--- src/rtl/conv_tile_scheduler.sv ---
// Layer sequencer for the 8x8 systolic convolution path: runs output-channel tiles
// through weight load, activation stream and array drain, one tile at a time.
module conv_tile_scheduler #(
  parameter int CH_W    = 12,
  parameter int DRAIN_W = 16,
  parameter int LANES   = 8
) (
  input  logic               clk,
  input  logic               reset,
  input  logic               start,
  input  logic [CH_W-1:0]    cfg_out_channel,
  input  logic [DRAIN_W-1:0] cfg_drain_cycles,
  output logic               wgt_start,
  input  logic               wgt_cached,
  output logic               act_start,
  input  logic               layer_end,
  output logic [LANES-1:0]   lane_mask,
  output logic [CH_W-1:0]    tile_idx,
  output logic               busy,
  output logic               done
);

  typedef enum logic [2:0] {
    IDLE, W_START, W_WAIT, A_START, A_WAIT, DRAIN, NEXT, FIN
  } state_t;

  state_t state, state_next;

  logic [CH_W-1:0]    n_tiles;
  logic [2:0]         rem;
  logic [DRAIN_W-1:0] drain_cfg;
  logic [DRAIN_W-1:0] drain_cnt;
  logic               wgt_prev;
  logic               layer_prev;

  logic               wgt_rise;
  logic               layer_rise;
  logic [CH_W:0]      ch_plus;
  logic [CH_W-1:0]    start_tiles;
  logic               is_last;
  logic               next_is_last;

  // One extra bit keeps the +7 round-up from wrapping before the divide by 8.
  assign ch_plus      = {1'b0, cfg_out_channel} + (CH_W+1)'(7);
  assign start_tiles  = CH_W'(ch_plus >> 3);
  assign wgt_rise     = wgt_cached & ~wgt_prev;
  assign layer_rise   = layer_end & ~layer_prev;
  assign is_last      = (tile_idx == n_tiles - CH_W'(1));
  assign next_is_last = (tile_idx + CH_W'(1) == n_tiles - CH_W'(1));

  function automatic logic [LANES-1:0] mask_for(input logic last, input logic [2:0] r);
    if (last && (r != 3'd0))
      return (LANES'(1) << r) - LANES'(1);
    else
      return '1;
  endfunction

  always_comb begin
    state_next = state;
    case (state)
      IDLE:    if (start) state_next = (start_tiles == '0) ? FIN : W_START;
      W_START: state_next = W_WAIT;
      W_WAIT:  if (wgt_rise) state_next = A_START;
      A_START: state_next = A_WAIT;
      A_WAIT:  if (layer_rise) state_next = DRAIN;
      DRAIN:   if (drain_cnt == '0) state_next = NEXT;
      NEXT:    state_next = is_last ? FIN : W_START;
      FIN:     state_next = IDLE;
      default: state_next = IDLE;
    endcase
  end

  // Outputs are registered from the next state so they line up with the state they describe.
  always_ff @(posedge clk) begin
    if (!reset) begin
      state      <= IDLE;
      n_tiles    <= '0;
      rem        <= '0;
      drain_cfg  <= '0;
      drain_cnt  <= '0;
      wgt_prev   <= 1'b0;
      layer_prev <= 1'b0;
      wgt_start  <= 1'b0;
      act_start  <= 1'b0;
      done       <= 1'b0;
      busy       <= 1'b0;
      lane_mask  <= '0;
      tile_idx   <= '0;
    end else begin
      state      <= state_next;
      wgt_prev   <= wgt_cached;
      layer_prev <= layer_end;
      wgt_start  <= (state_next == W_START);
      act_start  <= (state_next == A_START);
      done       <= (state_next == FIN);
      busy       <= (state_next != IDLE);

      case (state)
        IDLE: if (start) begin
          n_tiles   <= start_tiles;
          rem       <= cfg_out_channel[2:0];
          drain_cfg <= cfg_drain_cycles;
          if (start_tiles != '0) tile_idx <= '0;
        end
        A_WAIT: if (layer_rise) drain_cnt <= drain_cfg;
        DRAIN:  if (drain_cnt != '0) drain_cnt <= drain_cnt - DRAIN_W'(1);
        NEXT:   if (!is_last) tile_idx <= tile_idx + CH_W'(1);
        default: ;
      endcase

      if (state_next == IDLE || state_next == FIN)
        lane_mask <= '0;
      else if (state == IDLE)
        lane_mask <= mask_for(start_tiles == CH_W'(1), cfg_out_channel[2:0]);
      else if (state == NEXT)
        lane_mask <= mask_for(next_is_last, rem);
    end
  end

endmodule

--- config.mk ---
export PLATFORM = sky130hd
export DESIGN_NAME = conv_tile_scheduler
export DESIGN_NICKNAME = d
export VERILOG_FILES = /design/src/rtl/conv_tile_scheduler.sv
export SDC_FILE = /design/constraint.sdc
export NUM_CORES = 1
export LEC_CHECK = 0
export ABC_CLOCK_PERIOD_IN_PS = 9000
export CORE_MARGIN = 1
export CORE_UTILIZATION = 35
export CTS_CLUSTER_DIAMETER = 200
export DETAILED_ROUTE_END_ITERATION = 8
export PLACE_DENSITY = 0.54
export SLEW_MARGIN = 10
export SYNTH_ARGS = -nofsm -noshare
export SYNTH_HDL_FRONTEND = slang
export SYNTH_SLANG_ARGS = --single-unit
--- constraint.sdc ---
create_clock -name clk -period 9 [get_ports clk]
set_input_delay 2.7 -clock clk [delete_from_list [all_inputs] [get_ports clk]]
set_output_delay 2.7 -clock clk [all_outputs]
set_load 0.05 [all_outputs]
# Word-level counts from Yosys, hierarchy flattened
# Cells that the tools add are included.
totals:
  reg_bits: 74
  inputBits: 33
  output_inout_bits: 24
  wordCells: 80
classes:
  add_sub_neg: 6
  eq_ne: 18
  shift: 2
  muxes: 18
  bitwise_logic: 5
  n_reduce_logical: 18
ops:
  columns: ["op", "count"]
  rows:
  - ["$mux W12", 3]
  - ["$mux W16", 2]
  - ["$mux W8", 4]
  - ["$pmux W16 S2", 1]
  - ["$eq A12 B12 Y1", 2]
  - ["$pmux W12 S2", 1]
  - ["$pmux W3 S8", 1]
  - ["$mux W3", 6]
  - ["$logic_not A16 Y1", 1]
  - ["$reduce_bool A16 Y1", 1]
  - ["$shl A1 B3 Y8 const A", 2]
  - ["$sub A16 B1 Y16 const B", 1]
  - ["$sub A8 B2 Y8 const B", 2]
  - ["$eq A3 B3 Y1 const B", 5]
  - ["$add A12 B3 Y13 const B", 1]
  - ["$add A12 B1 Y12 const B", 1]
  - ["$logic_not A12 Y1", 1]
  - ["$reduce_bool A12 Y1", 1]
  - ["$sub A10 B1 Y11 const B", 1]
  - ["$eq A10 B1 Y1 const B", 1]
  - ["$ne A2 B2 Y1 const B", 5]
  - ["$eq A3 B2 Y1 const B", 3]
  - ["$reduce_bool A3 Y1", 3]
  - ["$eq A3 B1 Y1 const B", 2]
  - ["other kinds (10)", 16]

# Logic depth before layout (Yosys ltp)
depth:
  ltp_word: 8
  mapped_depth: 11

# Worst setup path after synthesis
# OpenSTA, ideal clock, no wires.
synth_timing:
  kind: "input to register"
  start: "input port cfg_out_channel[9]"
  end: "register tile_idx[4]"
  arrival_ns: 4.824
  t_required_ns: 8.921
  path_slack_ns: 4.097
  stages: 7
  n_path_buf: 0
  path_cell_list: "or4b_2 -> or4_4 -> a21boi_2 -> o22ai_1 -> a21oi_1 -> nand3_1 -> o221ai_2"
synth_between:
  elab_chain_len: 4
synth_rtl:
  columns: ["item", "line_no", "rtl"]
  rows:
  - ["start, declared", "11", "input logic [CH_W-1:0] cfg_out_channel,"]
  - ["$add A12 B3 Y13", "44", "assign ch_plus = {1'b0, cfg_out_channel} + (CH_W+1)'(7);"]
  - ["$reduce_bool A12 Y1", "103", "if (start_tiles != '0) tile_idx <= '0;"]
  - ["$ne A2 B2 Y1 (no line)", null, null]
  - ["$reduce_and A4 Y1 (no line)", null, null]
  - ["end signal, assigned", "107", "NEXT: if (!is_last) tile_idx <= tile_idx + CH_W'(1);"]
  - ["end, declared", "18", "output logic [CH_W-1:0] tile_idx,"]
# No other way between the ends.
# A chain may end at the register's enable or synchronous reset.

# Final worst setup path
layout_timing:
  start: "input port cfg_out_channel[2]"
  end: "register tile_idx[4]"
# Same word-level chain as after synthesis.

==> impl_summary.log <==
INFO  metric run_status = finished clean
INFO  metric gr-usage-met1 = a little over a quarter
INFO  metric worst-setup-path-type = input pin to flip-flop
INFO  metric synth.area.top_cells = sky130_fd_sc_hd__dfxtp_1, sky130_fd_sc_hd__nand2_1, sky130_fd_sc_hd__a21oi_1
INFO  metric net_total_in_the_final_layout = 654
INFO  metric overflow = 0
INFO  metric relative_area_change_from_synthesis_to_final_layout = 22.0%
INFO  metric gr-usage-all-layers = 20.0%
INFO  metric rsz_0062_raised_after_global_routing = no
INFO  metric summed_instance_area_of_the_synthesized_netlist = between 0.004 and 0.005 mm²
INFO  metric post-synth-top-count-cell = sky130_fd_sc_hd__nand2_1
INFO  metric cts.clk_slew.worst_paths = roughly 50 ps
INFO  metric worst-r2r-cell-count = 7
INFO  metric ys_ff_latch = 74
INFO  metric global_route.usage.met2 = a little under a third
INFO  metric holdPathStages = 2
INFO  metric place_congestion = around 0.9
INFO  metric min_delay_path_class = flip-flop to flip-flop
INFO  metric clock_skew = 8.63 ps
INFO  metric cts-hold-fix-buffers = 0
INFO  metric clockBufferDepth = 2
INFO  metric clock_tree.htree_level_count = 3
INFO  metric setup_total_neg_slack = 0 ps
INFO  metric port_buffers = 56
INFO  metric grt_start_max_net_pins = 47
INFO  metric end_kind = flip-flop
INFO  metric antenna_found_initial = 0
INFO  metric io-pin-count = 57
INFO  metric drive_gt1_share = 5.79%
INFO  metric timing_worst_slew_pin_value = 996 ps
INFO  metric initial_core_util = 36.4%
INFO  metric peakVddDrop = 134 µV
INFO  metric use_met3 = 3.69%
INFO  metric report.final.hold_viol_count = 0
INFO  metric detail_route.vias_per_cell = 5.45
INFO  metric p_per_area = around 310 mW/mm²
INFO  metric worst_r2r_startpoint = state[0]
INFO  metric synth_async_sr_flop_share = 0%
INFO  metric tritoncts = yes
INFO  metric drtPass1Iterations = 4
INFO  metric timing.hold.worst.start = drain_cfg[3]
INFO  metric numClockSinks = 74
INFO  metric totalPowerFinal = 1.68 mW
INFO  metric insertion_delay = 340 ps
INFO  metric r2r_end = tile_idx[5]
INFO  metric synth.largest_area_cell = sky130_fd_sc_hd__dfxtp_1
INFO  metric path_cells = clkdlybuf4s50_1 > or3_1 > or4_4 > a21boi_2 > o22ai_1 > a21oi_1 > nand3_1 > o221ai_2
INFO  metric worst-endpoint-arrival = 5750 ps
INFO  metric worst-path-max-fanout = 9
INFO  metric core_area = approximately 0.012 mm²
INFO  metric number_of_synthesized_flops_with_an_enable_pin = 0
INFO  metric drt_iter0_drc = between 200 and 300
INFO  metric antenna_violating_nets_post_route = 0
INFO  metric max_clock_freq = 182 MHz
INFO  metric first_global_vias = 4,064
INFO  metric post-route-worst-setup-slack = 3500 ps
INFO  metric worst_slew_margin_relative_to_its_limit = between 30% and 40%
INFO  metric setup.worst_path.start_class = input pin
INFO  metric chipHeight = 115 µm
INFO  metric number_of_warning_messages_in_the_yosys_log = 0
INFO  metric number_of_distinct_library_cells_after_synthesis = 65
INFO  metric synth.yosys.seq_area_share = 33.3%
INFO  metric min_period = between 5000 and 6000 ps
INFO  metric layout.core_utilization = 44.4%
INFO  metric cts_post_setup_buffers_inserted = 0
INFO  metric std_cell_rows = 40
INFO  metric p_leak = 1.81 nW
INFO  metric critPathMaxStageDelay = 650 ps
INFO  metric max_cap_violations = 0
INFO  metric ys.flop_type = sky130_fd_sc_hd__dfxtp_1
INFO  metric grt_first_pass_wirelength = 20,400 µm
INFO  metric ff2ff_setup_slack = 5780 ps
INFO  metric dr_total_vias = approximately 4,300
INFO  metric busiest_layer = met2
INFO  metric horiz_die_dim = 115 µm
INFO  metric dpl_worst_slack = 3180 ps
INFO  metric ctsRootBufferMaster = sky130_fd_sc_hd__clkbuf_16
INFO  metric fp.dieArea = approximately 0.013 mm²
INFO  metric drc = 0
INFO  metric routed_wl = 12,300 µm
INFO  metric final_max_slew_viol_count = 0
INFO  metric syn-instance-count = between 500 and 600
INFO  metric detailedPlacementHpwl = roughly 9100 µm
INFO  metric critical_path.slowest_cell = sky130_fd_sc_hd__or4_4
INFO  metric synth_top_area_share = 33.3%
INFO  metric synth.net_count = 622
INFO  metric period_share = between 60% and 70%
INFO  metric num_antenna_cells = 0
INFO  metric tritoncts.num_buffers = 9
INFO  metric req_time_crit_path = 9260 ps
INFO  metric route.detailed.wl_per_inst = 15.6 µm
INFO  metric syn_area_per_cell = 7.61 µm²
INFO  metric hold-path-endpoint = drain_cfg[3]
INFO  metric total_of_endpoints_with_negative_setup_slack_in_the_final_report = 0
INFO  metric synth_commonest_cells = sky130_fd_sc_hd__nand2_1, sky130_fd_sc_hd__dfxtp_1, sky130_fd_sc_hd__nor2_1, sky130_fd_sc_hd__a21oi_1, sky130_fd_sc_hd__o21ai_0
INFO  metric cts-resized-gates = 0
==> registers in the layout, summed over array words and instances, names as in the netlist <==
signal,flops
wgt_start,1
done,1
tile_idx,12
drain_cnt,16
lane_mask,8
act_start,1
layer_prev,1
rem,3
wgt_prev,1
busy,1
drain_cfg,16
n_tiles,10
state,3
==> kinds of logic after synthesis <==
logic type	share of synthesized area [%]
compound gates	23.4
fa+ha+maj	1.12
buf+inv	5.48
flops	33.3
simple gates	28.9
mux	0.450
xor+xnor	7.40
==> report_power, final <==
part           switching (mW)  leakage, nW  total, mW  internal (mW)
Sequential             0.0778        0.605      0.477          0.399
Combinational           0.475         1.04      0.783          0.308
Clock                   0.139        0.167      0.418          0.279
==> critical path, delay by kind of cell <==
kind	cells	cell delay, ps
AND/OR/NAND/NOR	3	1460
AO/OA/AOI/OAI	4	1070
buffers and inverters	1	520
==> per-stage QoR <==
stage	area, µm²	cells	hold WS, ps
floorplan	4450	585	433
global placement	5080	774	445
detailed placement	5080	774	449
CTS	5430	790	456
global route	5430	790	476
finish	5430	790	452
==> per-layer routing <==
layer  vias to the layer above  wire length, µm
met4                         0              264
met5                         -                0
li1                       2185                -
met3                        18              530
met1                      1994             6020
met2                       108             5520
==> cell type report <==
cell class	count	area, µm²
Fill cell	1261	6780
Multi-Input combinational cell	453	2730
Sequential cell	74	1480
Timing Repair Buffer	60	591
Clock buffer	12	246
Tap cell	168	210
Clock inverter	4	98.8
Inverter	19	71.3
==> placed cells by master (no fill, tap or decap), types with 4 or more instances in the layout <==
master	synthesis	final
sky130_fd_sc_hd__nand2_1	76	76
sky130_fd_sc_hd__dfxtp_1	74	74
sky130_fd_sc_hd__nor2_1	56	56
sky130_fd_sc_hd__clkdlybuf4s50_1	0	56
sky130_fd_sc_hd__a21oi_1	50	50
sky130_fd_sc_hd__o21ai_0	34	34
sky130_fd_sc_hd__xnor2_1	26	26
sky130_fd_sc_hd__nor3_1	22	22
sky130_fd_sc_hd__inv_1	19	19
sky130_fd_sc_hd__nand3_1	16	16
sky130_fd_sc_hd__a211oi_1	17	16
sky130_fd_sc_hd__nor4_1	11	11
sky130_fd_sc_hd__xor2_1	9	9
sky130_fd_sc_hd__clkbuf_16	0	9
sky130_fd_sc_hd__or3_1	8	8
sky130_fd_sc_hd__and2_1	8	8
sky130_fd_sc_hd__nand4_1	8	8
sky130_fd_sc_hd__and3_1	8	8
sky130_fd_sc_hd__o21ai_1	7	7
sky130_fd_sc_hd__nand2b_1	6	6
sky130_fd_sc_hd__o211ai_1	6	6
sky130_fd_sc_hd__or4_1	6	6
sky130_fd_sc_hd__nor2b_1	5	5
sky130_fd_sc_hd__a31oi_1	5	5
sky130_fd_sc_hd__nor4b_1	4	4
sky130_fd_sc_hd__a22oi_1	4	4
sky130_fd_sc_hd__o221a_1	4	4
sky130_fd_sc_hd__ha_1	4	4
sky130_fd_sc_hd__buf_4	0	4
==> worst max-delay path by stage <==
| stage | start | endpoint | slack, ps | depth (start not counted) |
|---|---|---|---|---|
| detailed placement | cfg_out_channel[2] | tile_idx[4] | 3180 | 8 |
| floorplan | cfg_out_channel[9] | tile_idx[4] | 4100 | 7 |
| global placement | cfg_out_channel[2] | tile_idx[4] | 3250 | 8 |
| global route | cfg_out_channel[2] | tile_idx[4] | 3270 | 8 |
| CTS | cfg_out_channel[2] | tile_idx[4] | 3490 | 8 |
| finish | cfg_out_channel[2] | tile_idx[4] | 3500 | 8 |
Power figures use the tool's default switching activity.
==> RTL edit (config.mk and constraints unchanged) <==
Change the parameter `DRAIN_W` from 16 to 18.
--- a/src/rtl/conv_tile_scheduler.sv
+++ b/src/rtl/conv_tile_scheduler.sv
@@ -4,3 +4,3 @@
   parameter int CH_W    = 12,
-  parameter int DRAIN_W = 16,
+  parameter int DRAIN_W = 18,
   parameter int LANES   = 8
Ports: changed (resized cfg_drain_cycles); port bits go from 57 to 59. The function was not compared with the original's and may differ.
==> RTL edit against the original RTL <==
- design area rose by 3.4%
- first-iteration DRC count grew 28%
- synthesized area grew 5.1%
- worst hold slack better by 0.0020 ns
- total power is 2.0% lower
- non-clock buffer count up 3
- worst setup slack better by 0.47 ns
- sequential cell count rose by 4
- critical path depth did not move
- die area grew 5.0%
- final cell count grew 2.7%
- wire length grew 6.4%
==> RTL edit: results (changes against the original RTL) <==
** Logic synthesis
- Area contributors post-synth :: dfxtp_1 33%, nand2_1 7.5%, a21oi_1 5.4%
- The Yosys warning count came to 0 (unchanged).
- Post-synthesis sequential area ratio :: 33.4% (+0.091 points)
- Commonest register cell after synthesis :: dfxtp_1
- Asr flop ratio synth :: 0% (unchanged)
- Top post-synthesis cells by count :: 94 x nand2_1, 78 x dfxtp_1, 50 x a21oi_1
- Average footprint of a synthesized cell :: 7.73 um^2 (+1.6%)
- The post-synthesis net count was 645 (+3.7%).
- The count of unique library cells instantiated by Yosys was 69 (+6.2%).

** Route
- The violation count after the first detailed-route iteration is 324 (+28%).
- The total iterations of the first detailed-routing run came to 5 (+1).
- The total length of routed wires is 13.1 mm (+6.4%).
- Routed via count divided by cell count :: 5.56 (+2.0%)

** Worst setup path
- The delay of the slowest cell on the worst path was 0.55 ns (-0.10 ns).
- The slowest stage of the critical path belongs to the cell or4_1.
- The worst endpoint data arrival time was 5.29 ns (-0.46 ns).
- Crit path max fanout :: 8 (-1)
- The cell family contributing the most delay on the critical path is simple AND/OR/NAND/NOR gates.

** Power and ir drop
- The leakage dissipation was 1.92 nW (+6.1%).
- Net Sw Power :: 0.000703 W (+1.6%)
- The worst ir drop on vdd is 0.118 mV (-12%).

** Cells and area
- The number of cells in the finished layout apart from fillers came to 811 (+2.7%).
- In the final layout, the registers with the most flip-flops are drain_cfg x18, drain_cnt x18, tile_idx x12.
- The number of fillers in the final layout is 1316 (+4.4%).
- The share of post-route cells with drive strength above 1 is 6.42% (+0.63 points).
- The number of antenna diodes came to 0 (unchanged).
- Final layout net count :: 676 (+3.4%)

** Placed design
- The count of input and output buffers was 58 (+3.6%).
- Routability cong. :: 0.843 (-5.9%)
- The worst setup timing slack at the placement stage came to 3.63 ns (+0.450 ns).
- The post-placement cell count was 797 (+3.0%).
- The instance area at placement is 5320 um^2 (+4.8%).
- The half-perimeter wire length after detailed placement came to 9.35 mm (+3.0%).

** Clock network
- The number of buffers created by CTS was 9 (unchanged).
- The later pin in the worst-skew pair is clocked with a latency of around 0.35 ns.
- Post-CTS setup buffer count :: 0 (unchanged)
- The count of instances resized after the clock tree is built was 0 (unchanged).
- CTS H-tree lvls :: 3 (unchanged)
- The tree is rooted in a clkbuf_16.
- Clock-pin slew was measured on the worst setup and hold paths at roughly 0.060 ns.
- Maximum buffer depth of the clock tree :: 2 (unchanged)

** Worst hold path
- In this run the worst hold path is classified as flip-flop to flip-flop.

** Timing
- # setup viols final :: 0 (unchanged)
- The worst-case headroom to the max-slew limit is 32.9% (-0.57 points).
- The worst clock skew was 0.00475 ns (-0.00388 ns).

** GRT
- The total global routing overflow is 0 (unchanged).
- The number of global-route vias before repair is 4139 (+1.8%).
- The initial antenna violation count came to 0 (unchanged).
- The total global routing track utilization was 19.5% (-0.45 points).
- The pin count of the biggest net entering global routing is 54 (+15%).
- First-pass GRT wire length :: 21.5 mm (+5.7%)

** Run status
- The flow ran to the end, and the final reports show no timing, DRC or antenna violations.
==> RTL edit: changes by cell type after synthesis, moves of 6 or more <==
cell,unedited run,this run
nor2_1,56,45
nand2_1,76,94
and4_1,1,7
nor4_1,11,3
inv_1,19,11
nor3_1,22,15
==> RTL edit: worst paths after layout <==
check / cells after the start / slack (ns) / start / endpoint
min: 2 / 0.45 / drain_cfg[7]$_SDFFE_PN0P_ / drain_cfg[7]$_SDFFE_PN0P_
max: 8 / 3.98 / cfg_out_channel[9] / lane_mask[1]$_SDFFE_PP0P_
max reg2reg: 9 / 5.70 / n_tiles[0]$_SDFFE_PN0P_ / lane_mask[3]$_SDFFE_PP0P_
min reg2reg: 2 / 0.45 / drain_cfg[7]$_SDFFE_PN0P_ / drain_cfg[7]$_SDFFE_PN0P_
==> RTL edit: layout make-up <==
class / instances / area [um^2] / area share, %
Tap cell: 172 / 215 / 3.83
Clock buffer: 10 / 239 / 4.26
Clock inverter: 4 / 48.8 / 0.870
Sequential cell: 78 / 1560 / 27.8
Multi-Input combinational cell: 471 / 2880 / 51.3
Timing Repair Buffer: 63 / 618 / 11.0
Inverter: 13 / 48.8 / 0.870
==> RTL edit: tightest hold or removal path: stages (launching register included) <==
cell,delay [ns]
dfxtp_1,0.31
nand2_1,0.05
a21oi_1,0.05
==> RTL edit: cell families after synthesis <==
group           Yosys count  share of synthesized area (%)
simple gates            255                           28.6
buf+inv                  56                           5.14
xor+xnor                 33                           6.93
compound gates          175                           23.9
mux                       3                          0.669
flops                    78                           33.4
fa+ha+maj                 5                           1.34
==> RTL edit: power groups by stage <==
stage	Clock, W	Combinational [W]	Sequential, W
2_1_floorplan	0	0.000567	0.000524
3_3_place_gp	0	0.000770	0.000501
3_5_place_dp	0	0.000780	0.000505
4_1_cts	0.000373	0.000784	0.000497
5_1_grt	0.000387	0.000861	0.000509
6_report	0.000364	0.000782	0.000499
==> RTL edit: layer usage <==
metal  track usage [%]  routed length (um)
met1              26.0                6270
met2              30.5                5940
met3              5.18                 670
met4              6.41                 252
met5                 0                   0
==> RTL edit: stage by stage <==
stage	hold slack (ns)	util (%)
4_1_cts	0.456	43.8
5_1_grt	0.467	43.8
3_3_place_gp	0.444	41.5
6_report	0.454	43.8
3_5_place_dp	0.448	41.5
2_1_floorplan	0.433	-
